$ cat config.mk
export PLATFORM = sky130hd
export DESIGN_NAME = seq_axi_writer
export DESIGN_NICKNAME = d
export VERILOG_FILES = /design/src/rtl/seq_axi_writer.sv
export SDC_FILE = /design/constraint.sdc
export NUM_CORES = 2
export LEC_CHECK = 0
export ABC_AREA = 1
export CAP_MARGIN = 20
export CORE_MARGIN = 5
export CORE_UTILIZATION = 40
export DETAILED_ROUTE_END_ITERATION = 6
export GPL_TIMING_DRIVEN = 0
export PLACE_DENSITY_LB_ADDON = 0.3
export SKIP_CTS_REPAIR_TIMING = 1
export SLEW_MARGIN = 20
export SYNTH_ARGS = -nofsm -noshare
export SYNTH_HDL_FRONTEND = slang
export SYNTH_SLANG_ARGS = --single-unit
$ cat constraint.sdc
create_clock -name clk -period 6.01 [get_ports clk]
set_clock_uncertainty 0.15 [all_clocks]
set_input_delay 1.5025 -clock clk [delete_from_list [all_inputs] [get_ports clk]]
set_output_delay 1.5025 -clock clk [all_outputs]
set_load 0.05 [all_outputs]
$ cat src/rtl/seq_axi_writer.sv
// Write-back stage: buffers 64-bit sequence records in a FIFO and writes them to memory
// as AXI4 INCR bursts starting at a per-block base address, then reports {err, count}.
module seq_axi_writer #(
  parameter int AXI_DATA_W = 64,
  parameter int AXI_ADDR_W = 32,
  parameter int AXI_ID_W   = 6,
  parameter int AXI_STRB_W = 8,
  parameter int MAX_BURST  = 16,
  parameter int FIFO_DEPTH = 32
) (
  input  logic                  clk,
  input  logic                  rst,

  input  logic [AXI_ADDR_W-1:0] cfg_addr,
  input  logic                  cfg_vld,
  output logic                  cfg_rdy,

  input  logic [63:0]           seq_data,
  input  logic                  seq_last,
  input  logic                  seq_vld,
  output logic                  seq_rdy,

  output logic [AXI_ID_W-1:0]   axi_awid,
  output logic [AXI_ADDR_W-1:0] axi_awaddr,
  output logic [7:0]            axi_awlen,
  output logic [2:0]            axi_awsize,
  output logic [1:0]            axi_awburst,
  output logic                  axi_awvalid,
  input  logic                  axi_awready,

  output logic [AXI_DATA_W-1:0] axi_wdata,
  output logic [AXI_STRB_W-1:0] axi_wstrb,
  output logic                  axi_wlast,
  output logic                  axi_wvalid,
  input  logic                  axi_wready,

  input  logic [AXI_ID_W-1:0]   axi_bid,
  input  logic [1:0]            axi_bresp,
  input  logic                  axi_bvalid,
  output logic                  axi_bready,

  output logic [32:0]           done_data,
  output logic                  done_vld,
  input  logic                  done_rdy,

  output logic [2:0]            dbg_state
);

  // Handshake rule on every channel: a transfer happens on the rising clock edge where
  // valid and ready are both high; a valid, once raised, holds its payload until then.

  localparam int PTR_W  = $clog2(FIFO_DEPTH);
  localparam int CNT_W  = PTR_W + 1;
  localparam int BLEN_W = $clog2(MAX_BURST) + 1;

  localparam logic [9:0]        MAX_BURST_PB = 10'(MAX_BURST);
  localparam logic [BLEN_W-1:0] MAX_BURST_BL = BLEN_W'(MAX_BURST);
  localparam logic [CNT_W-1:0]  FIFO_FULL    = CNT_W'(FIFO_DEPTH);

  typedef enum logic [2:0] {
    S_IDLE    = 3'd0,
    S_COLLECT = 3'd1,
    S_AW      = 3'd2,
    S_W       = 3'd3,
    S_B       = 3'd4,
    S_DONE    = 3'd5
  } state_t;

  state_t state_q, state_d;

  logic [AXI_ADDR_W-1:0] addr_q;
  logic [31:0]           count_q;
  logic                  err_q;
  logic                  last_seen_q;
  logic [BLEN_W-1:0]     blen_q, blen_d;
  logic [BLEN_W-1:0]     beat_q;

  logic [AXI_DATA_W-1:0] mem [FIFO_DEPTH];
  logic [PTR_W-1:0]      wr_ptr_q, rd_ptr_q;
  logic [CNT_W-1:0]      fifo_cnt_q;

  logic                  push, pop;
  logic                  last_beat;
  logic [9:0]            page_beats;
  logic [BLEN_W-1:0]     lim;
  logic [CNT_W-1:0]      lim_c;
  logic                  unused_bid;

  assign unused_bid = ^axi_bid;

  // Beats left before the next 4KB page boundary; a burst never runs past it.
  assign page_beats = 10'((13'd4096 - {1'b0, addr_q[11:0]}) >> 3);
  assign lim        = (page_beats >= MAX_BURST_PB) ? MAX_BURST_BL : page_beats[BLEN_W-1:0];
  assign lim_c      = CNT_W'(lim);

  assign last_beat  = (beat_q == blen_q - BLEN_W'(1));
  assign push       = seq_vld && seq_rdy;
  assign pop        = (state_q == S_W) && axi_wready;

  // Every output below comes from a register or the state; no input reaches an output valid.
  assign cfg_rdy     = (state_q == S_IDLE);
  assign seq_rdy     = (fifo_cnt_q != FIFO_FULL) && (state_q != S_IDLE) &&
                       (state_q != S_DONE) && !last_seen_q;
  assign axi_awid    = '0;
  assign axi_awaddr  = addr_q;
  assign axi_awlen   = 8'(blen_q - BLEN_W'(1));
  assign axi_awsize  = 3'b011;
  assign axi_awburst = 2'b01;
  assign axi_awvalid = (state_q == S_AW);
  assign axi_wdata   = mem[rd_ptr_q];
  assign axi_wstrb   = '1;
  assign axi_wlast   = (state_q == S_W) && last_beat;
  assign axi_wvalid  = (state_q == S_W);
  assign axi_bready  = (state_q == S_B);
  assign done_data   = {err_q, count_q};
  assign done_vld    = (state_q == S_DONE);
  assign dbg_state   = state_q;

  always_comb begin
    state_d = state_q;
    blen_d  = blen_q;
    case (state_q)
      S_IDLE: begin
        if (cfg_vld) state_d = S_COLLECT;
      end
      S_COLLECT: begin
        if (fifo_cnt_q >= lim_c) begin
          state_d = S_AW;
          blen_d  = lim;
        end else if (last_seen_q && (fifo_cnt_q != '0)) begin
          state_d = S_AW;
          blen_d  = fifo_cnt_q[BLEN_W-1:0];
        end else if (last_seen_q) begin
          state_d = S_DONE;
        end
      end
      S_AW: begin
        if (axi_awready) state_d = S_W;
      end
      S_W: begin
        if (axi_wready && last_beat) state_d = S_B;
      end
      S_B: begin
        if (axi_bvalid) state_d = S_COLLECT;
      end
      S_DONE: begin
        if (done_rdy) state_d = S_IDLE;
      end
      default: state_d = S_IDLE;
    endcase
  end

  always_ff @(posedge clk or negedge rst) begin
    if (!rst) begin
      state_q <= S_IDLE;
      blen_q  <= '0;
    end else begin
      state_q <= state_d;
      blen_q  <= blen_d;
    end
  end

  always_ff @(posedge clk or negedge rst) begin
    if (!rst) begin
      addr_q      <= '0;
      count_q     <= '0;
      err_q       <= 1'b0;
      last_seen_q <= 1'b0;
      beat_q      <= '0;
    end else begin
      if ((state_q == S_IDLE) && cfg_vld) begin
        addr_q      <= cfg_addr;
        count_q     <= '0;
        err_q       <= 1'b0;
        last_seen_q <= 1'b0;
      end
      if (push && seq_last) last_seen_q <= 1'b1;
      if ((state_q == S_AW) && axi_awready) beat_q <= '0;
      if (pop) beat_q <= beat_q + BLEN_W'(1);
      if ((state_q == S_B) && axi_bvalid) begin
        err_q   <= err_q | (axi_bresp != 2'b00);
        addr_q  <= addr_q + (AXI_ADDR_W'(blen_q) << 3);
        count_q <= count_q + 32'(blen_q);
      end
    end
  end

  // Record FIFO; simultaneous push and pop leave the occupancy unchanged.
  always_ff @(posedge clk or negedge rst) begin
    if (!rst) begin
      wr_ptr_q   <= '0;
      rd_ptr_q   <= '0;
      fifo_cnt_q <= '0;
    end else begin
      if (push) wr_ptr_q <= wr_ptr_q + PTR_W'(1);
      if (pop)  rd_ptr_q <= rd_ptr_q + PTR_W'(1);
      case ({push, pop})
        2'b10:   fifo_cnt_q <= fifo_cnt_q + CNT_W'(1);
        2'b01:   fifo_cnt_q <= fifo_cnt_q - CNT_W'(1);
        default: fifo_cnt_q <= fifo_cnt_q;
      endcase
    end
  end

  always_ff @(posedge clk) begin
    if (push) mem[wr_ptr_q] <= AXI_DATA_W'(seq_data);
  end

endmodule

# [Word level (Yosys, flattened, before mapping)]
# Memory sizes are Yosys's and may differ from the RTL's.
# Index checks and enable logic that the tools add are counted.
[totals] input_bits=113 register_bits=95 n_memories=1 word_cells=88 output_inout_bits=166 mem_bits_rw=2048
[op_classes] reduce_logical=24 eq_ne=16 order_cmp=2 mux=24 bitwise=1 addsub=10
[memory_table] name="mem" words=32 width=64 rd=1 rd_clocked_by_memory_dff=0 write_ports=1 line="78" text="logic [AXI_DATA_W-1:0] mem [FIFO_DEPTH];"
[op_table] cell="two-way mux 32 bit" n=4
[op_table] cell="adder 32 x 5 -> 32 bit" n=1
[op_table] cell="adder 32 x 8 -> 32 bit" n=1
[op_table] cell="two-way mux 5 bit" n=5
[op_table] cell="two-way mux 3 bit" n=8
[op_table] cell="case mux 3 bit (6 select lines)" n=1
[op_table] cell="adder 5 x 1 -> 5 bit (second input constant)" n=3
[op_table] cell="subtractor 13 x 12 -> 13 bit (first input constant)" n=1
[op_table] cell="logical AND 1 bit" n=12
[op_table] cell="case mux 6 bit (2 select lines)" n=1
[op_table] cell="nonzero test 2 bit" n=6
[op_table] cell="greater-or-equal comparator 10 x 5 -> 1 bit (second input constant)" n=1
[op_table] cell="adder 6 x 1 -> 6 bit (second input constant)" n=1
[op_table] cell="equality test 3 x 2 -> 1 bit (second input constant)" n=2
[op_table] cell="equality test 3 bit (second input constant)" n=2
[op_table] cell="greater-or-equal comparator 6 x 5 -> 1 bit" n=1
[op_table] cell="!= test 2 x 1 -> 1 bit (second input constant)" n=3
[op_table] cell="!= test 6 bit (second input constant)" n=1
[op_table] cell="AND reduction 6 bit" n=1
[op_table] cell="nonzero test 6 bit" n=1
[op_table] cell="subtractor 5 x 1 -> 6 bit (second input constant)" n=1
[op_table] cell="subtractor 6 x 1 -> 6 bit (second input constant)" n=1
[op_table] cell="equality test 5 bit" n=1
[op_table] cell="two-way mux 1 bit" n=5
[op_table] cell="other kinds (12)" n=13

# [Longest topological paths before layout]
[depth] word_depth=7 depth_mapped=20 mapped_depth_nobuf=20

# [Worst setup path before layout]
# OpenSTA, ideal clock, no wires.
[synth_path] path_type="input port to flip-flop" startpoint="input port seq_vld" endpoint="memory mem[0][0] (enable)" t_required_ps=5373 setup_slack_ps=723 path_buffers=1 arrival_ps=4651 cell_stages=4 setup_ps=487 path_cell_list="and3_1 -> buf_2 -> nand2_1 -> nor2_1"
[synth_between] elab_chain_cells=3
[synth_rtl] item="start, declared" line="20" text="input logic seq_vld,"
[synth_rtl] item="logical AND 1 bit" line="97" text="assign push = seq_vld && seq_rdy;"
[synth_rtl] item="two-way mux 1 bit" line="206" text="if (push) mem[wr_ptr_q] <= AXI_DATA_W'(seq_data);"
[synth_rtl] item="two-way mux 1 bit (implied by the code)" line="206"
[synth_rtl] item="end, declared" line="78"
# No other way between the ends.

# [Worst setup path after layout]
[layout_path] startpoint="register rd_ptr_q[0]" endpoint="output port axi_wdata[35]"
[layout_between] elab_chain_cells=1
[layout_rtl] item="start, declared" line="79" text="logic [PTR_W-1:0] wr_ptr_q, rd_ptr_q;"
[layout_rtl] item="start signal, assigned" line="196" text="if (pop) rd_ptr_q <= rd_ptr_q + PTR_W'(1);"
[layout_rtl] item="memory read (32 x 64 bit)"
[layout_rtl] item="end, declared" line="31" text="output logic [AXI_DATA_W-1:0] axi_wdata,"
# No other way between the ends.

==> flow_metrics.env <==
export IMPL_status="complete, but fails checks"
export IMPL_violations="negative setup slack"
export IMPL_antenna_found_initial=24
export IMPL_criticalPathCategory="reg2out"
export IMPL_dp_slack_ps=-444
export IMPL_track_usage=0.271
export IMPL_die_y_um=476
export IMPL_async_reset_ff_frac=0.0443
export IMPL_grt_start_max_net_pins=64
export IMPL_ir_drop_uv=603
export IMPL_startpoint_type="register"
export IMPL_yosys_warnings=0
export IMPL_ys_flop_type="edfxtp_1"
export IMPL_synth_top_cell_area_share=0.708
export IMPL_root_buffer="clkbuf_16"
export IMPL_die_area_mm2=0.227
export IMPL_netlist_top_cell_by_area="edfxtp_1"
export IMPL_avgSynthCellArea_um2=12.3
export IMPL_syn_to_final_growth_pct=19.0
export IMPL_fin_crit_sh=1.01
export IMPL_ys_top_cells_by_area="edfxtp_1, nor2_1, o21ai_0"
export IMPL_core_rowCount=171
export IMPL_dr_pass1_iters=6
export IMPL_worstSkewPairLatency_ps=910
export IMPL_setup_viol=6
export IMPL_place_area_mm2=0.0963
export IMPL_ant_nets=0
export IMPL_synth_common_cells="edfxtp_1, nor2_1, o21ai_0"
export IMPL_grt_pass1_wl_um=439000
export IMPL_worst_setup_path_end_kind="output port"
export IMPL_clk_pin_slew_ps=60
export IMPL_nFillCells=19000
export IMPL_chipWidth_um=476
export IMPL_htreeDepth=4
export IMPL_final_area_mm2=0.103
export IMPL_clock_sinks=2143
export IMPL_relSlewSlack=0.202
export IMPL_cts_tree="built"
export IMPL_rsz0062_at_grt="false"
export IMPL_cap_violations=0
export IMPL_wl_per_cell_um=29.5
export IMPL_cp_data_arrival_time_ps=4450
export IMPL_synth_edf_count=2048
export IMPL_first_global_vias=59800
export IMPL_routabilityCongestion=0.876
export IMPL_num_vias=64100
export IMPL_nets=7829
export IMPL_ios=279
export IMPL_p_leak_uw=0.0353
export IMPL_min_path_type="in2async"
export IMPL_crit_fanout=11
export IMPL_synth_distinct_cells=43
export IMPL_postRouteWirelength_um=317000
export IMPL_ys_seq_area_frac=0.736
export IMPL_overflow=0
export IMPL_drc=0
export IMPL_required_ps=4360
export IMPL_total_power_uw=53800
export IMPL_r2r_slack_ps=2340
export IMPL_timing_final_ws_setup_ps=-89.5
export IMPL_fmax_ghz=0.164
export IMPL_powerDensity_mw_per_mm2=521
export IMPL_cts_buffers=215
export IMPL_fin_tns_setup_ps=-208
export IMPL_initialDrtViolationCount=9818
export IMPL_r2r_end="mem[21][21]"
export IMPL_final_layout_size_suffix_gt1_frac=0.114
export IMPL_worstMarginPinSlew_ps=1200
export IMPL_r2r_start="dbg_state[1]"
export IMPL_critPathLaunch="rd_ptr_q[0]"
export IMPL_synth_seq_cells=2143
export IMPL_min_period_ps=6100
export IMPL_post_synth_top_count_cell="edfxtp_1"
export IMPL_cts_path_max_buffers=3
export IMPL_vias_per_cell=5.97
export IMPL_core_area_mm2=0.217
export IMPL_drv_slew=0
export IMPL_io_buffers=253
export IMPL_hpwl_um=217000
export IMPL_netlist_area_mm2=0.0868
export IMPL_finalHoldViolations=0
export IMPL_start_util=0.401
export IMPL_r2r_cells=10
export IMPL_synthCells=7062
-- per-layer routing --
| layer | share of wire | GRT usage | vias to the layer above | wire [µm] |
|---|---|---|---|---|
| met5 | 0.00016 | 0 | - | 52 |
| met4 | 0.054 | 0.135 | 8 | 17300 |
| met3 | 0.13 | 0.0677 | 827 | 40900 |
| met2 | 0.44 | 0.414 | 4678 | 141000 |
| met1 | 0.37 | 0.363 | 31700 | 118000 |
| li1 | - | - | 26900 | - |
-- layout make-up --
cell class / count / area (µm²) / share of cell area
antenna: 21 / 52.6 / 0.000509
buffer: 464 / 2470 / 0.0239
clock buffer: 249 / 5550 / 0.0537
clock inverter: 149 / 1350 / 0.0130
inverter: 151 / 573 / 0.00555
multi-input combinational: 4321 / 20400 / 0.197
sequential: 2143 / 63900 / 0.618
tap: 2854 / 3570 / 0.0346
timing repair buffer: 390 / 5480 / 0.0530
-- worst max path at each step --
stage / end / cells after the start
detailed placement: axi_wdata[61] / 8
CTS: axi_wdata[61] / 8
floorplan: mem[0][0] / 4
finish: axi_wdata[35] / 11
global placement: mem[24][23] / 5
global route: axi_wdata[24] / 11
-- where the power goes --
part / switching, µW / internal (µW)
clock network: 5970 / 7240
registers: 379 / 17000
logic: 17400 / 5820
total: 23700 / 30000
-- stage by stage --
step	util	hold WS, ps	instances
after floorplan	-	326	7079
after global placement	0.430	347	10200
after detailed placement	0.445	366	10300
after CTS	0.476	284	10700
after global routing	0.477	338	10700
final	0.477	344	10700
-- sequential cells by signal, summed over array words and instances, names as in the netlist --
| signal | cells |
|---|---|
| wr_ptr_q | 5 |
| blen_q | 5 |
| last_seen_q | 1 |
| beat_q | 5 |
| dbg_state | 3 |
| mem | 2048 |
| err_q | 1 |
| fifo_cnt_q | 6 |
| axi_awaddr | 32 |
| count_q | 32 |
| rd_ptr_q | 5 |
-- cell usage in the layout, fill, tap and decap left out, types with 27 or more instances in the layout --
cell type and n:
buf_12 80, clkbuf_2 111, nand4_1 42, a21oi_1 50
nor2_1 1405, clkbuf_1 144, ha_1 27, clkinv_2 39
clkbuf_16 216, dfrtp_1 95, nor2_4 32, dlymetal6s2s_1 47
edfxtp_1 2048, buf_16 54, buf_4 56, o22ai_1 416
nand2_1 733, clkdlybuf4s50_1 148, nand3_1 292, o21ai_1 144
o211ai_1 68, inv_1 145, clkinv_1 62, o21ai_0 978
buf_2 205
-- critical path: stages (launching register included) --
cell and delay, ps:
dfrtp_1 400, buf_6 290, buf_6 230, clkbuf_4 500, buf_2 460, nor2_1 90
o22ai_1 200, nand2_1 120, nand3_1 170, nor2_1 80, nor2_1 150, clkdlybuf4s50_1 830
-- cell families (layout without fill, tap and decap cells) --
family,after synthesis,in the layout,share of synthesized area
and+or+nand+nor,2552,2552,0.117
DFF,2143,2143,0.736
AOI/OAI and AO/OA,1691,1691,0.107
buffers and inverters,615,1403,0.0332
adders and majority gates,30,30,0.00458
xor gates and xnor gates,29,29,0.00293
other,2,40,0.0000865
Note: power is estimated with default switching activity, not from simulation.
